<file path="src/rtl/hazard_pkg.sv">
// Shared types and constants for the pipeline hazard controller.
package hazard_pkg;

  localparam int REG_IDX_W = 5;

  typedef enum logic [1:0] {
    RUN,
    MEM_WAIT,
    ERROR
  } hz_state_t;

endpackage

</file>
<file path="src/rtl/sat_counter.sv">
// Saturating up-counter with a synchronous clear that takes priority over increment.
module sat_counter #(
  parameter int W = 32
) (
  input  logic         clk,
  input  logic         rst,
  input  logic         clr,
  input  logic         inc,
  output logic [W-1:0] cnt
);

  logic [W-1:0] cnt_q, cnt_d;

  always_comb begin
    cnt_d = cnt_q;
    if (clr) begin
      cnt_d = '0;
    end else if (inc && (cnt_q != '1)) begin
      cnt_d = cnt_q + W'(1);
    end
  end

  always_ff @(posedge clk or posedge rst) begin
    if (rst) begin
      cnt_q <= '0;
    end else begin
      cnt_q <= cnt_d;
    end
  end

  assign cnt = cnt_q;

endmodule

</file>
<file path="src/rtl/hazard_ctrl.sv">
// Stall/flush sequencing for the 5-stage pipeline: load-use, EX redirects and
// data-memory wait states, with perf counters and a memory-wait watchdog.
module hazard_ctrl
  import hazard_pkg::*;
#(
  parameter int MEM_TIMEOUT = 64,
  parameter int CNT_W       = 32
) (
  input  logic                 clk,
  input  logic                 rst,
  input  logic [REG_IDX_W-1:0] id_rs1,
  input  logic [REG_IDX_W-1:0] id_rs2,
  input  logic                 id_uses_rs1,
  input  logic                 id_uses_rs2,
  input  logic [REG_IDX_W-1:0] id_ex_rd,
  input  logic                 id_ex_mem_read,
  input  logic                 ex_redirect,
  input  logic                 dmem_req,
  input  logic                 dmem_ready,
  input  logic                 cnt_clear,
  output logic                 pc_stall,
  output logic                 if_id_stall,
  output logic                 if_id_flush,
  output logic                 id_ex_stall,
  output logic                 id_ex_flush,
  output logic                 ex_mem_stall,
  output logic                 mem_wb_flush,
  output logic [CNT_W-1:0]     stall_cycles,
  output logic [CNT_W-1:0]     flush_events,
  output logic                 mem_timeout_err
);

  localparam int WCNT_W = (MEM_TIMEOUT > 0) ? $clog2(MEM_TIMEOUT + 1) : 1;

  hz_state_t         state_q, state_d;
  logic [WCNT_W-1:0] wcnt_q, wcnt_d;
  logic              err_q, err_d;
  logic              load_use, mem_hold, flush_act;

  assign mem_hold = dmem_req & ~dmem_ready;
  assign load_use = id_ex_mem_read & (id_ex_rd != '0) &
                    ((id_uses_rs1 & (id_rs1 == id_ex_rd)) |
                     (id_uses_rs2 & (id_rs2 == id_ex_rd)));

  // Outputs are forced low while rst is high so stage registers see no stray controls.
  always_comb begin
    pc_stall     = 1'b0;
    if_id_stall  = 1'b0;
    if_id_flush  = 1'b0;
    id_ex_stall  = 1'b0;
    id_ex_flush  = 1'b0;
    ex_mem_stall = 1'b0;
    mem_wb_flush = 1'b0;
    flush_act    = 1'b0;
    if (rst) begin
      flush_act = 1'b0;
    end else if ((state_q == ERROR) || mem_hold) begin
      pc_stall     = 1'b1;
      if_id_stall  = 1'b1;
      id_ex_stall  = 1'b1;
      ex_mem_stall = 1'b1;
      mem_wb_flush = 1'b1;
    end else if (ex_redirect) begin
      if_id_flush = 1'b1;
      id_ex_flush = 1'b1;
      flush_act   = 1'b1;
    end else if (load_use) begin
      pc_stall    = 1'b1;
      if_id_stall = 1'b1;
      id_ex_flush = 1'b1;
    end
  end

  always_comb begin
    state_d = state_q;
    wcnt_d  = wcnt_q;
    case (state_q)
      RUN: begin
        if (mem_hold) begin
          state_d = MEM_WAIT;
          wcnt_d  = WCNT_W'(1);
        end
      end
      MEM_WAIT: begin
        if (!mem_hold) begin
          state_d = RUN;
          wcnt_d  = '0;
        end else begin
          wcnt_d = wcnt_q + WCNT_W'(1);
          // wcnt counts hold cycles already spent waiting before this one.
          if ((MEM_TIMEOUT != 0) && (wcnt_q == WCNT_W'(MEM_TIMEOUT))) begin
            state_d = ERROR;
          end
        end
      end
      default: state_d = ERROR;
    endcase
    err_d = err_q | (state_d == ERROR);
  end

  always_ff @(posedge clk or posedge rst) begin
    if (rst) begin
      state_q <= RUN;
      wcnt_q  <= '0;
      err_q   <= 1'b0;
    end else begin
      state_q <= state_d;
      wcnt_q  <= wcnt_d;
      err_q   <= err_d;
    end
  end

  assign mem_timeout_err = err_q;

  sat_counter #(.W(CNT_W)) u_stall_cnt (
    .clk (clk),
    .rst (rst),
    .clr (cnt_clear),
    .inc (pc_stall),
    .cnt (stall_cycles)
  );

  sat_counter #(.W(CNT_W)) u_flush_cnt (
    .clk (clk),
    .rst (rst),
    .clr (cnt_clear),
    .inc (flush_act),
    .cnt (flush_events)
  );

endmodule

</file>
<file path="config.mk">
export PLATFORM = sky130hd
export DESIGN_NAME = hazard_ctrl
export DESIGN_NICKNAME = d
export VERILOG_FILES = /design/src/rtl/hazard_pkg.sv /design/src/rtl/sat_counter.sv /design/src/rtl/hazard_ctrl.sv
export SDC_FILE = /design/constraint.sdc
export NUM_CORES = 1
export LEC_CHECK = 0
export ABC_AREA = 1
export BUFFER_PORTS_ARGS = -buffer_cell sky130_fd_sc_hd__buf_4
export CORE_MARGIN = 3
export CORE_UTILIZATION = 40
export CTS_BUF_LIST = sky130_fd_sc_hd__clkbuf_16
export DETAILED_ROUTE_END_ITERATION = 10
export PLACE_DENSITY = 0.69
export REMOVE_ABC_BUFFERS = 1
export SYNTH_ARGS = -nofsm -noshare
export SYNTH_HDL_FRONTEND = slang
export SYNTH_SLANG_ARGS = --single-unit
</file>
<file path="constraint.sdc">
create_clock -name clk -period 2.8 [get_ports clk]
set_input_delay 0.28 -clock clk [delete_from_list [all_inputs] [get_ports clk]]
set_output_delay 0.28 -clock clk [all_outputs]
set_load 0.1 [all_outputs]
</file>
==> summary.txt, run 1 <==
Outcome
  • Status: finished clean

Routing
  • First-pass DRT Iterations: 5
  • Vias: approximately 5600
  • Post-route antenna net violation count: 0
  • Drt wl/cell: between 10 and 15 µm
  • DRT Wirelength: around 15 mm
  • Initial detailed-routing violation count: 506
  • Detailed-route DRC error count: 0
  • Vias per cell: between 5 and 6

Min path
  • Hold WC Path Type: input port to flip-flop

Cells and area
  • Area growth, synth to finish: 22.5%
  • Layout cells sized above 1: 0.140
  • Nets: between 900 and 1000
  • N_diodes: 0
  • Finished Layout Cells: between 1000 and 1500

GRT
  • Grt total ovfl: 0
  • Total GRT Usage: 0.216
  • Largest net degree at the start of global routing: 75
  • Met3 Track Usage GR: 0.0519
  • M1 GR Usage: 0.304
  • Vias in the first global route: between 5000 and 6000
  • M2 GR Usage: 0.329
  • Initial antenna violation count: 0
  • First-pass GRT wire length: approximately 25 mm
  • GRT Max-Usage Layer: met2

Yosys
  • Synthesized instance count: 828
  • Post-synth top flop: dfrtp_1
  • Post-synth ARST share: 1.00
  • Seq/Total Area, Yosys: 0.354
  • Syn Area/Cell: roughly 6.3 µm²
  • Synth unique cells: 29
  • Netlist Area Pre-Place: about 0.0052 mm²
  • #FFs+latches synth: 74
  • Synth warnings: 0
  • Number of synthesized flops with an enable pin: 0

STA
  • Slew HR: 0.349
  • Setup violators final: 0
  • Setup repair after global routing missed its margin: false
  • Slew @ Worst Pin: a little under 1 ns
  • Worst-case clock skew: 0.00477 ns
  • Worst setup margin: 0.475 ns
  • Final TNS setup: 0 ns
  • Fin crit period: approximately 2.3 ns
  • Period utilization: 0.831
  • Endpoints failing hold: 0
  • F_max: ~430 MHz
  • Worst Hold Margin: 0.201 ns
  • Count of final max-slew check failures: 0

Floorplan
  • Die Wd: roughly 120 µm
  • Die ar.: about 0.014 mm²
  • Core area: 0.0127 mm²
  • Starting Density: 0.411
  • IO Pins: between 90 and 100
  • Core Rows: 41
  • Die Span Y: ~120 µm

Clocking
  • Clk root buf: clkbuf_16
  • Clk buf depth: 2
  • H-tree depth: 3
  • Clock latency on the worst-skew pair: ~0.34 ns
  • TritonCTS clock tree: done
  • Reg clk slew, reported paths: about 0.060 ns
  • CTS Buf Count: 9
  • CTS sink cnt: 74

Placement
  • PortBufs: 95
  • Placed cell count: between 1000 and 1500
  • Post-DP HPWL: around 11 mm
  • Worst slack, placed: between 0.3 and 0.4 ns
  • RePlAce Congestion: between 0.9 and 1

Pwr
  • Total power: 2.49 mW
  • PD cells: 388 mW/mm²
  • Pleak: 3.26 nW
  • Max IR drop VDD: 0.000267 V

Job
  • Max_cap viols: 0

Worst setup path
  • Crit start category: flip-flop
  • CP Class: flip-flop to flip-flop
  • CP Max Fanout: 18
  • CP arrival: 2.54 ns
  • CP required: between 3 and 4 ns
  • CP endpoint kind: flip-flop
[cells in the final DEF (no fill, tap or decap), drive strengths merged]
cell type	synthesis	routed
or2	2	2
a21oi	4	4
o21ai	35	35
xor2	10	10
nor3b	1	1
clkbuf	15	9
clkinv	0	2
nand2	272	272
ha	4	4
inv	118	121
o32ai	2	2
a21o	1	1
xnor2	11	11
dfrtp	74	74
nand3	86	86
buf	11	105
nor2	106	106
nor4	1	1
nor3	20	20
o31ai	4	4
nand4	51	51
bufinv	0	2
[layer usage]
layer	vias to the layer above	routed length [µm]	part of all wire
li1	2817	-	-
met1	2541	7110	0.46
met2	186	6800	0.44
met3	28	1050	0.069
met4	0	335	0.022
met5	-	0	0
[state kept, by name, indices dropped and copies added, names as in the netlist]
signal / count
mem_timeout_err: 1
state_q: 2
wcnt_q: 7
u_stall_cnt.cnt: 32
u_flush_cnt.cnt: 32
[cells by family (layout without fill, tap and decap cells)]
logic type,count (synthesis),in the layout,synth area share
buffers and inverters,144,239,0.110
adders and majority gates,4,4,0.00956
and+or+nand+nor,539,539,0.444
xor gates and xnor gates,21,21,0.0351
DFF,74,74,0.354
AOI/OAI and AO/OA,46,46,0.0478
[power by group]
part | switching, mW | internal (mW) | total (mW)
clock network | 0.446 | 0.764 | 1.21
logic | 0.149 | 0.0527 | 0.202
registers | 0.00423 | 1.07 | 1.08
total | 0.599 | 1.89 | 2.49
[synthesized netlist by cell type (2+ instances only)]
master    instances  share of area
o32ai_1           2         0.0033
inv_2             4         0.0029
or2_2             2         0.0024
nand4_1          51          0.061
ha_1              4         0.0096
o21ai_1          14          0.013
nand2_1         271           0.19
dfrtp_1          74           0.35
xnor2_1          11          0.018
inv_1           114          0.082
a21oi_1           4         0.0038
buf_2             3         0.0029
nand3_1          86          0.082
o31ai_1           4         0.0057
o21ai_0          21          0.020
clkbuf_1         15          0.011
nor3_1           19          0.018
nor2_1          103          0.074
xor2_1           10          0.017
nor2_2            2         0.0024
buf_4             6         0.0086
[layout make-up]
cell class	count	area (µm²)
timing repair buffer	105	788
clock inverter	7	78.8
clock buffer	9	225
inverter	118	444
fill	1315	6310
sequential	74	1850
tap	172	215
multi-input combinational	610	2810
[timing repair]
item / 4_1_cts / 5_1_grt
hold buffers: 0 / 0
setup buffers: 0 / 2
resized for setup: 0 / 0
endpoints found under the setup margin: 0 / 1
[worst paths after layout]
kind                                    startpoint                  end  slack (ns)  cells after the start
worst max register to register  u_flush_cnt.cnt[0]  u_flush_cnt.cnt[31]        0.47                     11
max in group asynchronous                      rst  u_stall_cnt.cnt[29]        1.89                      3
worst max-delay path            u_flush_cnt.cnt[0]  u_flush_cnt.cnt[31]        0.47                     11
worst min register to register     mem_timeout_err      mem_timeout_err        0.48                      1
worst min-delay path                      dmem_req           state_q[1]        0.20                      3
min in group asynchronous                      rst           state_q[0]        0.27                      3
[metrics by stage]
step	cell area [µm²]	util
finish	6410	0.504
floorplan	5100	-
global route	6410	0.504
CTS	6400	0.503
global placement	6090	0.479
detailed placement	6090	0.479
[critical path, stage by stage (launching register included)]
cell     delay (ns)
dfrtp_1        0.44
ha_1           0.20
inv_1          0.11
nor2_2         0.18
nand2_1        0.11
nor2_2         0.15
nand2_1        0.08
nand2_2        0.19
inv_2          0.23
nor2_8         0.19
buf_4          0.21
o21ai_0        0.10
Note: power is estimated with default switching activity, not from simulation.
==> inputs of run 2 (changes only) <==
- clock period: 2.8 -> 2.4 ns (I/O delays scaled with it)
==> run 2 against run 1 <==
Net effect: routed wire length increased by 0.41%; critical path type is now flip-flop to primary output; critical path depth shrank 5; combinational power up 22%; via count rose by 0.38%; largest cell class unchanged; final area increased by 1.3%; sequential power is 16% higher; count of clock-buffer cells in the layout did not move.
==> summary.txt, run 2 (synthesis results as in run 1) <==
Clocking
  • Number of setup buffers added after CTS: 0
  • Clock latency on the worst-skew pair: about 0.35 ns
  • Reg clk slew, reported paths: 0.06 ns
  • CTS Buf Count: 9
  • Clk root buf: clkbuf_16
  • Hold bufs inserted after CTS: 0
  • CTS sink cnt: 74
  • H-tree depth: 3
  • # resized after CTS: 0
  • TritonCTS clock tree: done
  • Clk buf depth: 2

Routing
  • Drt wl/cell: approximately 14 µm
  • First-pass DRT Iterations: 6
  • Vias: 5593
  • Initial detailed-routing violation count: ~390
  • Post-route antenna net violation count: 0
  • Detailed-route DRC error count: 0
  • DRT Wirelength: ~15 mm
  • Vias per cell: a little over 5

Floorplan
  • Die Span Y: approximately 120 µm
  • Core area: about 0.013 mm²
  • Die ar.: about 0.014 mm²
  • Die Wd: approximately 120 µm
  • Starting Density: 0.411
  • Core Rows: 41
  • IO Pins: 96

Pwr
  • Max IR drop VDD: between 0.0002 and 0.0003 V
  • PD cells: ~450 mW/mm²
  • Pleak: ~3.3 nW

STA
  • Final TNS setup: 0 ns
  • Setup violators final: 0
  • Worst-case clock skew: 0.00800 ns
  • Setup repair after global routing missed its margin: false
  • F_max: 465 MHz
  • Endpoints failing hold: 0
  • Worst setup margin: 0.248 ns
  • Count of final max-slew check failures: 0
  • Slew @ Worst Pin: 0.985 ns
  • Period utilization: 0.896
  • Fin crit period: 2.15 ns
  • Slew HR: 0.343

Cells and area
  • Fill count: about 1300
  • Nets: about 950
  • N_diodes: 0
  • Area growth, synth to finish: 24.1%
  • Layout cells sized above 1: 0.153
  • Leading cell type in the layout, fill and taps excluded: nand2_1
  • Most frequent cells in the layout: 271 x nand2_1, 112 x inv_1, 111 x buf_4

Worst setup path
  • CP Class: flip-flop to primary output
  • CP required: between 2 and 2.5 ns
  • Crit path launch: state_q[0]
  • CP Max Fanout: 5
  • Crit start category: flip-flop
  • CP endpoint kind: primary output
  • CP arrival: about 1.9 ns
  • FF-to-FF Start: u_flush_cnt.cnt[1]

GRT
  • Vias in the first global route: about 5000
  • Total GRT Usage: 0.214
  • First-pass GRT wire length: 25.1 mm
  • Initial antenna violation count: 0
  • Grt total ovfl: 0
  • Largest net degree at the start of global routing: 75

Placement
  • Post-DP HPWL: ~11 mm
  • RePlAce Congestion: 0.935
  • PortBufs: 95
  • Worst slack, placed: approximately 0.25 ns

Job
  • Max_cap viols: 0

Outcome
  • Status: finished clean

Min path
  • Hold WC Path Type: input port to flip-flop
  • Worst hold start: dmem_req
-- run 2: through the flow --
| step | hold slack [ns] | area, µm² | instances | total power, mW | utilization |
|---|---|---|---|---|---|
| floorplan | 0.339 | 5100 | 802 | 1.42 | - |
| global placement | 0.458 | 6170 | 1084 | 1.52 | 0.485 |
| detailed placement | 0.476 | 6170 | 1084 | 1.52 | 0.485 |
| CTS | 0.150 | 6470 | 1100 | 2.93 | 0.509 |
| global route | 0.181 | 6490 | 1103 | 3.01 | 0.510 |
| finish | 0.154 | 6490 | 1103 | 2.91 | 0.510 |
-- run 2: power breakdown --
| group | switching (mW) | total (mW) | internal (mW) | leakage [nW] |
|---|---|---|---|---|
| sequential | 0.00284 | 1.25 | 1.25 | 1.02 |
| combinational | 0.178 | 0.246 | 0.0681 | 2.13 |
| clock | 0.597 | 1.41 | 0.813 | 0.142 |
-- run 2: layout make-up --
cell class,count,area [µm²],area share
inverter,118,444,0.0684
tap,172,215,0.0331
sequential,74,1850,0.285
clock buffer,9,225,0.0347
multi-input combinational,610,2810,0.432
timing repair buffer,113,873,0.134
clock inverter,7,76.3,0.0118
-- run 2: worst paths after layout --
| path | cells after the start | slack (ns) | end |
|---|---|---|---|
| min reg2reg | 1 | 0.48 | mem_timeout_err |
| max in group asynchronous | 3 | 1.53 | u_flush_cnt.cnt[16] |
| min in group asynchronous | 3 | 0.23 | mem_timeout_err |
| max reg2reg | 11 | 0.36 | u_flush_cnt.cnt[1] |
| max | 6 | 0.25 | if_id_stall |
| min | 3 | 0.15 | state_q[1] |
-- run 2: critical path, stage by stage, from the launching register on --
cell     delay [ns]
dfrtp_1        0.40
o21ai_0        0.16
inv_1          0.07
nor2_1         0.21
inv_1          0.07
nand2_1        0.29
buf_4          0.36
-- run 2: routing by layer --
layer | vias up | wire [µm] | global-route usage
met5 | - | 0 | 0
met4 | 0 | 279 | 0.0772
met3 | 22 | 895 | 0.0313
met2 | 178 | 7000 | 0.327
met1 | 2554 | 7190 | 0.310
li1 | 2839 | - | -
==> inputs of run 3 (changes only) <==
- CORE_MARGIN: 3 -> 1
- PLACE_DENSITY: 0.69 -> 0.68
- SYNTH_HIERARCHICAL: unset -> 1
==> run 3 against run 2 <==
Net effect: hold slack gained 0.066 ns; register-to-register slack lost 0.15 ns; critical path depth grew 6; power shrank 4.4%; die area shrank 4.7%; worst setup slack lost 0.040 ns; core utilization grew 0.60 points; sequential power is essentially flat.
==> summary.txt, run 3 <==
Yosys
  • Top post-synthesis cells by area: dfrtp_1 35%, nand2_1 24%, nor2_1 8.7%
  • Cell taking the most area after synthesis: dfrtp_1
  • #FFs+latches synth: 74
  • Synth unique cells: 32
  • Share of the synthesized area in the top cell type: 0.347
  • Synth warnings: 6
  • Syn Area/Cell: around 6.3 µm²
  • Most common cell in the netlist: nand2_1
  • Number of synthesized flops with an enable pin: 0
  • Post-synth ARST share: 1.00
  • Post-synth top flop: dfrtp_1
  • Seq/Total Area, Yosys: 0.347
  • Most instantiated cells after synthesis: 335 x nand2_1, 124 x nor2_1, 97 x inv_1
  • Netlist Area Pre-Place: about 0.0053 mm²
  • Synthesized instance count: 852

Pwr
  • Gate power share: 0.084
  • Internal: 2.10 mW
  • Register share of total power: 0.451
  • PD cells: approximately 420 mW/mm²
  • Clock power frac: 0.465
  • Max IR drop VDD: around 0.00029 V
  • Pleak: 3.39 nW
  • Psw: 0.687 mW
  • Switching power share of the total: 0.247

Floorplan
  • Core Rows: ~40
  • Die Span Y: 118 µm
  • IO Pins: 96
  • Starting Density: 0.416
  • Core area: between 0.01 and 0.015 mm²
  • Die Wd: around 120 µm
  • Die ar.: approximately 0.014 mm²

Cells and area
  • Fill count: ~1300
  • Nets: ~990
  • Layout cells sized above 1: 0.176
  • N_diodes: 0
  • Leading cell type in the layout, fill and taps excluded: nand2_1
  • Multi-input gate area: 0.00298 mm²
  • Register area: around 0.0019 mm²
  • Most frequent cells in the layout: 335 x nand2_1, 124 x nor2_1, 121 x buf_4
  • Area growth, synth to finish: 24.1%

STA
  • Slew @ Worst Pin: between 0.6 and 0.7 ns
  • Setup repair after global routing missed its margin: false
  • F_max: 456 MHz
  • Slew HR: 0.579
  • Endpoints failing hold: 0
  • Worst Hold Margin: 0.220 ns
  • Count of final max-slew check failures: 0
  • Period utilization: 0.913
  • Final TNS setup: 0 ns
  • Setup violators final: 0
  • Fin crit period: 2.19 ns
  • Worst-case clock skew: 0.00998 ns

Worst setup path
  • CP endpoint kind: flip-flop
  • FF-to-FF Start: u_flush_cnt/cnt[0]
  • CP Class: flip-flop to flip-flop
  • FF-to-FF setup slack: approximately 0.21 ns
  • Crit path launch: u_flush_cnt/cnt[0]
  • R2R cell count: 12
  • CP arrival: 2.47 ns
  • Crit start category: flip-flop
  • CP Max Fanout: 21
  • Reg2reg end: u_flush_cnt/cnt[11]
  • Crit path to: u_flush_cnt/cnt[11]
  • CP required: approximately 2.7 ns

Clocking
  • CTS Buf Count: 9
  • Number of setup buffers added after CTS: 0
  • Clk root buf: clkbuf_16
  • H-tree depth: 3
  • Reg clk slew, reported paths: 0.06 ns
  • Clk buf depth: 2
  • Clock latency on the worst-skew pair: 0.34 ns
  • TritonCTS clock tree: done
  • CTS sink cnt: 74

GRT
  • Total GRT Usage: 0.210
  • Largest net degree at the start of global routing: 33
  • Grt total ovfl: 0
  • Vias in the first global route: about 4800
  • First-pass GRT wire length: around 23 mm
  • Initial antenna violation count: 0

Routing
  • Vias: ~5500
  • First-pass DRT Iterations: 5
  • DRT Wirelength: about 14 mm
  • Detailed-route DRC error count: 0
  • Vias per cell: roughly 4.8
  • Initial detailed-routing violation count: ~420
  • Post-route antenna net violation count: 0
  • Drt wl/cell: approximately 12 µm

Outcome
  • Status: finished clean

Placement
  • Post-DP HPWL: 10.5 mm
  • RePlAce Congestion: between 0.8 and 0.9
  • PortBufs: 95

Min path
  • Hold WC Path Type: input port to flip-flop
  • Worst hold start: dmem_ready

Job
  • Max_cap viols: 0
-- run 3: worst max-delay path, stage by stage (launching register included) --
cell     delay (ns)
dfrtp_1        0.38
ha_1           0.21
nand2_1        0.09
nor2_2         0.17
nand2_4        0.10
nor2_8         0.12
buf_4          0.16
nand2_4        0.06
nand2_4        0.11
nand2_4        0.17
inv_2          0.37
nand2_1        0.11
nand2_1        0.08
-- run 3: logic make-up after synthesis --
logic type / count (synthesis) / share of synthesized area
adders and majority gates: 4 / 0.00938
AOI/OAI and AO/OA: 53 / 0.0570
buffers and inverters: 120 / 0.0950
DFF: 74 / 0.347
and+or+nand+nor: 591 / 0.475
xor gates and xnor gates: 10 / 0.0164
-- run 3: power by group through the flow --
stage               clock, mW  sequential [mW]  combinational [mW]
floorplan                   0             1.30               0.120
global route             1.38             1.25               0.256
detailed placement          0             1.28               0.235
finish                   1.29             1.25               0.234
global placement            0             1.28               0.235
CTS                      1.33             1.25               0.237
-- run 3: how the worst min path moves through the flow --
| stage | to | cells past startpoint |
|---|---|---|
| floorplan | mem_timeout_err | 1 |
| global placement | state_q[1] | 3 |
| detailed placement | mem_timeout_err | 3 |
| CTS | state_q[1] | 4 |
| global route | state_q[1] | 4 |
| finish | state_q[0] | 4 |
-- run 3: stage by stage --
step	cells	utilization	worst slack [ns]	cell area [µm²]	power (mW)
2_1_floorplan	833	-	-0.655	5210	1.42
3_3_place_gp	1126	0.494	0.206	6330	1.51
3_5_place_dp	1126	0.494	0.187	6330	1.51
4_1_cts	1142	0.516	0.171	6620	2.82
5_1_grt	1142	0.516	0.0257	6620	2.89
6_report	1142	0.516	0.209	6620	2.78
-- run 3: routing by layer --
metal	global-route usage	vias to the layer above	part of all wire
met5	0	-	0
met4	0.0801	0	0.014
met3	0.0291	13	0.052
met2	0.334	145	0.45
met1	0.291	2488	0.48
li1	-	2880	-
-- run 3: cell type report --
cell class                      instances  share of cell area
Clock buffer                            9              0.0340
Tap cell                              172              0.0325
Timing Repair Buffer                  122               0.139
Sequential cell                        74               0.280
Clock inverter                          6             0.00775
Multi-Input combinational cell        658               0.450
Inverter                              101              0.0572
-- run 3: repair_timing --
item                                    4_1_cts  5_1_grt
endpoints found under the hold margin        10        0
endpoints found under the setup margin        0        1
hold buffers                                  1        0
resized for setup                             0        1
